**src/rtl/key_shift_loader.sv**
```systemverilog
`default_nettype none
// ============================================================================
// Module      : key_shift_loader
// Description : Serial MSB-first loader for a 32-bit netlist unlock key.
//               Optional CRC-8 check with lockout, enabled by KEY_LOADER_CRC_EN.
// Revision    : 1.0 - initial release
// ============================================================================
module key_shift_loader (
  input  logic        clk,
  input  logic        rst,
  input  logic        key_start,
  input  logic        key_sen,
  input  logic        key_sdi,
  output logic [31:0] key_out,
  output logic        key_valid,
  output logic        key_busy,
  output logic        key_err,
  output logic        key_locked
);

`ifdef KEY_LOADER_CRC_EN
  typedef enum logic [2:0] {
    S_IDLE   = 3'd0,
    S_SHIFT  = 3'd1,
    S_CRC    = 3'd2,
    S_ARMED  = 3'd3,
    S_ERROR  = 3'd4,
    S_LOCKED = 3'd5
  } state_t;
`else
  typedef enum logic [2:0] {
    S_IDLE   = 3'd0,
    S_SHIFT  = 3'd1,
    S_ARMED  = 3'd3,
    S_ERROR  = 3'd4
  } state_t;
`endif

  state_t      state;
  logic [4:0]  bit_cnt;
  logic [31:0] shadow;
  logic [31:0] shadow_next;

  assign shadow_next = {shadow[30:0], key_sdi};

`ifdef KEY_LOADER_CRC_EN
  logic [7:0] crc_calc;
  logic [7:0] crc_rx;
  logic [7:0] crc_calc_next;
  logic [7:0] crc_rx_next;
  logic [1:0] fail_cnt;

  // Serial CRC-8 (poly 0x07) fed MSB-first with each accepted key bit
  assign crc_calc_next = {crc_calc[6:0], 1'b0} ^ ({8{crc_calc[7] ^ key_sdi}} & 8'h07);
  assign crc_rx_next   = {crc_rx[6:0], key_sdi};
  assign key_busy      = (state == S_SHIFT) || (state == S_CRC);

  always_ff @(posedge clk) begin
    if (rst) begin
      state      <= S_IDLE;
      bit_cnt    <= '0;
      shadow     <= '0;
      key_out    <= '0;
      key_valid  <= 1'b0;
      key_err    <= 1'b0;
      key_locked <= 1'b0;
      crc_calc   <= '0;
      crc_rx     <= '0;
      fail_cnt   <= '0;
    end else if (key_start && (state != S_LOCKED)) begin
      state     <= S_SHIFT;
      bit_cnt   <= '0;
      shadow    <= '0;
      key_out   <= '0;
      key_valid <= 1'b0;
      key_err   <= 1'b0;
      crc_calc  <= '0;
      crc_rx    <= '0;
    end else begin
      case (state)
        S_SHIFT: begin
          if (key_sen) begin
            shadow   <= shadow_next;
            crc_calc <= crc_calc_next;
            bit_cnt  <= bit_cnt + 5'd1;
            if (bit_cnt == 5'd31) begin
              state   <= S_CRC;
              bit_cnt <= '0;
            end
          end
        end
        S_CRC: begin
          if (key_sen) begin
            crc_rx  <= crc_rx_next;
            bit_cnt <= bit_cnt + 5'd1;
            if (bit_cnt == 5'd7) begin
              if (crc_rx_next == crc_calc) begin
                state     <= S_ARMED;
                key_out   <= shadow;
                key_valid <= 1'b1;
                key_err   <= 1'b0;
                fail_cnt  <= '0;
              end else if (fail_cnt == 2'd2) begin
                state      <= S_LOCKED;
                key_err    <= 1'b1;
                key_locked <= 1'b1;
                fail_cnt   <= fail_cnt + 2'd1;
              end else begin
                state    <= S_ERROR;
                key_err  <= 1'b1;
                fail_cnt <= fail_cnt + 2'd1;
              end
            end
          end
        end
        S_IDLE, S_ARMED, S_ERROR, S_LOCKED: begin
          state <= state;
        end
        default: state <= S_IDLE;
      endcase
    end
  end
`else
  assign key_busy   = (state == S_SHIFT);
  assign key_err    = 1'b0;
  assign key_locked = 1'b0;

  always_ff @(posedge clk) begin
    if (rst) begin
      state     <= S_IDLE;
      bit_cnt   <= '0;
      shadow    <= '0;
      key_out   <= '0;
      key_valid <= 1'b0;
    end else if (key_start) begin
      state     <= S_SHIFT;
      bit_cnt   <= '0;
      shadow    <= '0;
      key_out   <= '0;
      key_valid <= 1'b0;
    end else begin
      case (state)
        S_SHIFT: begin
          if (key_sen) begin
            shadow  <= shadow_next;
            bit_cnt <= bit_cnt + 5'd1;
            // Last bit publishes the key on the same edge that samples it
            if (bit_cnt == 5'd31) begin
              state     <= S_ARMED;
              key_out   <= shadow_next;
              key_valid <= 1'b1;
            end
          end
        end
        S_IDLE, S_ARMED, S_ERROR: begin
          state <= state;
        end
        default: state <= S_IDLE;
      endcase
    end
  end
`endif

endmodule
`default_nettype wire

```
**config.mk**
```make
export PLATFORM = sky130hd
export DESIGN_NAME = key_shift_loader
export DESIGN_NICKNAME = d
export VERILOG_FILES = /design/src/rtl/key_shift_loader.sv
export SDC_FILE = /design/constraint.sdc
export NUM_CORES = 1
export LEC_CHECK = 0
export CAP_MARGIN = 20
export CORE_MARGIN = 1.5
export CORE_UTILIZATION = 47
export CTS_CLUSTER_DIAMETER = 150
export DETAILED_ROUTE_END_ITERATION = 7
export GPL_ROUTABILITY_DRIVEN = 0
export PLACE_DENSITY = 0.82
export REMOVE_ABC_BUFFERS = 1
export SYNTH_ARGS = -nofsm -noshare
export SYNTH_HDL_FRONTEND = slang
export SYNTH_SLANG_ARGS = --single-unit
```
**constraint.sdc**
```tcl
create_clock -name clk -period 1.5 [get_ports clk]
set_clock_uncertainty 0.05 [all_clocks]
set_input_delay 0.225 -clock clk [delete_from_list [all_inputs] [get_ports clk]]
set_output_delay 0.225 -clock clk [all_outputs]
set_load 0.01 [all_outputs]
```
==> Word level (Yosys, flattened, before mapping) <==
Index checks and enable logic that the tools add are counted.
{ "word_totals": {"mem_count": 0, "latchBits": 0, "output_inout_bits": 36, "mem_bits_ro": 0, "wordCells": 28, "mem_bits_rw": 0, "reg_bits": 72} }
{ "op_classes": {"reduce_logical": 7, "mul": 0, "n_lt_le_gt_ge": 0, "div_mod_pow": 0, "bitwise": 1, "eq_ne": 9, "muxes": 4, "n_shift": 0, "n_addsub": 1} }
{ "op_table": {"columns": ["cell", "n"], "rows": [
  ["$reduce_and 3->1", 3],
  ["$mux 3", 2],
  ["$pmux 3 s2", 1],
  ["$add 5x1->5 const B", 1],
  ["$eq 5x5->1 const B", 1],
  ["$ne 2x2->1 const B", 2],
  ["$eq 3x1->1 const B", 1],
  ["$eq 3x2->1 const B", 1],
  ["$eq 3x3->1 const B", 1],
  ["$logic_not 3->1", 1],
  ["$ne 3x2->1 const B", 1],
  ["$ne 3x3->1 const B", 1],
  ["$reduce_or 3->1", 1],
  ["$ne 2x1->1 const B", 1],
  ["$reduce_and 2->1", 1],
  ["$reduce_or 2->1", 1],
  ["$mux 1", 1],
  ["$not 1->1", 1]
]} }

==> Depth between registers and ports, before layout <==
{ "depth": {"word_depth": 5, "mapped_depth": 8, "ltp_nobuf": 6} }

==> Worst setup path after synthesis <==
No wires, ideal clock.
{ "synth_path": {"kind": "register -> register", "from": "register bit_cnt[0]", "to": "register key_out[10]", "n_path_buf": 1, "path_slack_ps": -97, "path_stages_with_launch": 8, "t_arrival_ps": 1477, "path_cell_list": "dfxtp_1 -> ha_1 -> and3_1 -> ha_1 -> nand3_1 -> clkbuf_1 -> nand2_1 -> a21oi_1"} }
{ "synth_between": {"elab_chain_cells": 2} }
{ "synth_rtl": {"columns": ["item", "line_no", "source"], "rows": [
  ["start: declaration", "40", "logic [4:0] bit_cnt;"],
  ["start signal: assignment", "146", "bit_cnt <= bit_cnt + 5'd1;"],
  ["$eq 5x5->1", "148", "if (bit_cnt == 5'd31) begin"],
  ["$reduce_and 3->1 (no source line)", null, null],
  ["end signal: assignment", "150", "key_out <= shadow_next;"],
  ["end: declaration", "14", "output logic [31:0] key_out,"]
]} }
No other way between the ends.
A chain may end at the register's enable or synchronous reset.

==> Worst setup path in the final report <==
{ "layout_path": {"from": "register bit_cnt[0]", "to": "register key_out[19]"} }
The elaborated chain is that of the path after synthesis.

==> flow_summary.yaml <==
worst_hold_path:
  hold_path_class: "register to register"
worst_setup_path:
  end_kind: "register"
  worstPathRequired_ps: 1720
  r2r_slack_ps: -90
  crit_chain: "ha_4, and3_4, ha_4, and3_4, clkbuf_16, nand2_1, a21oi_2"
  crit_path_max_incr_delay_ps: 360
  path_buf_inv: 1
  cp_top_family: "simple AND/OR/NAND/NOR gates"
  slowest_stage: "dfxtp_2"
  critical_path_class: "register to register"
  cp.arrival_ps: 1820
  critPathMaxFanout: 8
  start_kind: "register"
clock_network:
  h-tree-depth: 3
  root_buffer: "clkbuf_8"
  clk_path_buf_depth: 2
  clk_latency_ps: 340
  cts_hold_buf: 0
  cts_tree: "built"
  clock_sinks: 71
  clk_pin_slew_ps: 70
  cts_buffers: 9
synth:
  synth.top_cell.area_share_pct: 54.3
  synthCells: 318
  synth-seq-cells: 71
  synth_top_cells_by_area: "dfxtp_1 54%, nand2_1 19%, a21oi_1 11%"
  synth_area_sq_um: 2620
  yosysSeqAreaShare_pct: 54.3
  synth_cell_types: 24
  ys_warn_count: 0
  synth_area_per_cell_sq_um: 8.24
  yosysTopAreaCell: "dfxtp_1"
power:
  power_mw: 3.58
  powerDensity_nw_per_um2: 1030
  p_leak_nw: 1.63
  irDropWorstVdd_mv: 0.624
detailed_routing:
  vias_per_cell: 4.98
  drc_errors: 0
  vias: 2183
  postRouteAntennaNets: 0
  wl_mm: 5.32
  dr.pass1.iters: 4
  highest_layer: "met4"
  wl_met3_um: 226
  drt_iter0_drc: 132
  routedWlPerCell_um: 12.2
  dr_wl_met2_mm: 2.69
  wl_met1_mm: 2.30
timing:
  slew_violations: 0
  setup_violations: 33
  fin_ws_ps: -92.2
  hold_viol_final: 0
  fin_crit_sh_pct: 106
  holdWs_ps: 402
  max_freq_ghz: 0.628
  rsz0062_at_grt: "true"
  layout_min_cycle_time_ps: 1590
cells_and_area:
  n_antenna_cell: 0
  nNetsFinal: 369
  syn2layout_area_growth_pct: 32.7
  layout-drive-gt1-share_pct: 16.1
  fin_util_pct: 63.9
floorplanning:
  dieArea_sq_um: 6030
  die_w_um: 77.7
  dieHeight_um: 77.7
  ios: 41
  core_sq_um: 5440
  rows: 27
  initial_core_util_pct: 48.2
place:
  port_buffers: 38
  preCtsSetupSlack_ps: -103
  place_hpwl_mm: 3.13
global_routing:
  grt_pass1_wl_mm: 8.99
  grtUsageTotal_pct: 18.9
  grt_pass1_vias: 2100
  grt_max_degree: 70
  overflow: 0
  antenna_found_initial: 0
status:
  outcome: "finished with violations"
  violations: "setup timing"
job:
  drv_cap: 0
repair_timing:
action	in CTS	in global routing
buffers inserted	1	0
gates resized for setup	21	33
cloned	2	1
endpoints found under the setup margin	65	64
layout make-up:
cell class	instances	area [sq um]
clock buffers	11	151
clock inverters	5	56.3
fillers	450	1960
inverters	1	3.75
multi-input cells	223	1090
flip-flops and latches	71	1430
well taps	72	90.1
repair buffers	55	657
flip-flops by register name (all words and copies together), names as in the netlist:
signal,flops
key_valid,1
shadow,31
bit_cnt,5
key_out,32
state,2
through the flow:
step | area [sq um] | setup TNS [ps] | instances
6_report | 3480 | -1780 | 438
5_1_grt | 3480 | -4090 | 438
4_1_cts | 3360 | -750 | 437
3_3_place_gp | 3050 | -1160 | 418
3_5_place_dp | 3050 | -2830 | 418
2_1_floorplan | 2450 | -23220 | 295
per-layer routing:
layer | up-vias | track usage [%]
met2 | 39 | 33.7
met3 | 9 | 4.35
met4 | 0 | 10.0
met5 | - | 0
li1 | 1112 | -
met1 | 1023 | 20.7
cell usage after synthesis:
| cell | instances |
|---|---|
| and3_1 | 2 |
| or3_1 | 1 |
| a21oi_2 | 10 |
| xor2_1 | 1 |
| buf_2 | 3 |
| a21oi_1 | 56 |
| clkbuf_1 | 9 |
| nor2_1 | 5 |
| or2_1 | 1 |
| o221a_2 | 1 |
| ha_1 | 3 |
| dfxtp_1 | 71 |
| nand2_1 | 130 |
| inv_1 | 1 |
| o21ai_0 | 1 |
| buf_6 | 8 |
| nand3_1 | 3 |
| xnor2_1 | 1 |
| conb_1 | 1 |
| and2_1 | 1 |
| buf_4 | 4 |
| and3b_1 | 1 |
| nand2_2 | 1 |
| nor3_1 | 3 |
worst paths after layout:
path / startpoint / end / cells after the start
max: bit_cnt[0] / key_out[19] / 7
min: key_out[10] / key_out[10] / 2
max reg2reg: bit_cnt[0] / key_out[19] / 7
min reg2reg: key_out[10] / key_out[10] / 2
placed cells by master, fill, tap and decap left out, types with 2 or more instances in the layout:
cell type        count
clkbuf_8            11
nand3_1              3
a21oi_2             13
clkinv_2             2
nor3_1               3
buf_12               2
dlygate4sd2_1        6
conb_1               2
dfxtp_2              4
and3_4               2
dfxtp_1             67
nand2_1            129
buf_16               2
nor2_1               5
a21oi_1             53
clkdlybuf4s50_1      4
buf_4               11
dlymetal6s2s_1      28
ha_4                 3
nand2_2              2
power by group:
part	switching [mW]	leakage, nW	internal, mW	total (mW)
Sequential	0.00394	0.574	1.89	1.89
Clock	0.701	0.105	0.855	1.56
Combinational	0.0829	0.950	0.0485	0.131
kinds of logic (layout without fill, tap and decap cells):
| group | after synthesis | count (layout) | share of synthesized area [%] |
|---|---|---|---|
| other | 1 | 2 | 0.143 |
| adder cells (fa/ha/maj) | 3 | 3 | 1.43 |
| buffers and inverters | 25 | 72 | 6.59 |
| flip-flops | 71 | 71 | 54.3 |
| AO/OA/AOI/OAI | 68 | 68 | 14.7 |
| AND/OR/NAND/NOR | 148 | 148 | 22.3 |
| XOR/XNOR | 2 | 2 | 0.669 |
tightest hold or removal path: cells and delay by family (launching register included):
family           cells  cell delay (ps)
flip-flops           1              310
AND/OR/NAND/NOR      1               50
AO/OA/AOI/OAI        1               50
Power figures use the tool's default switching activity.
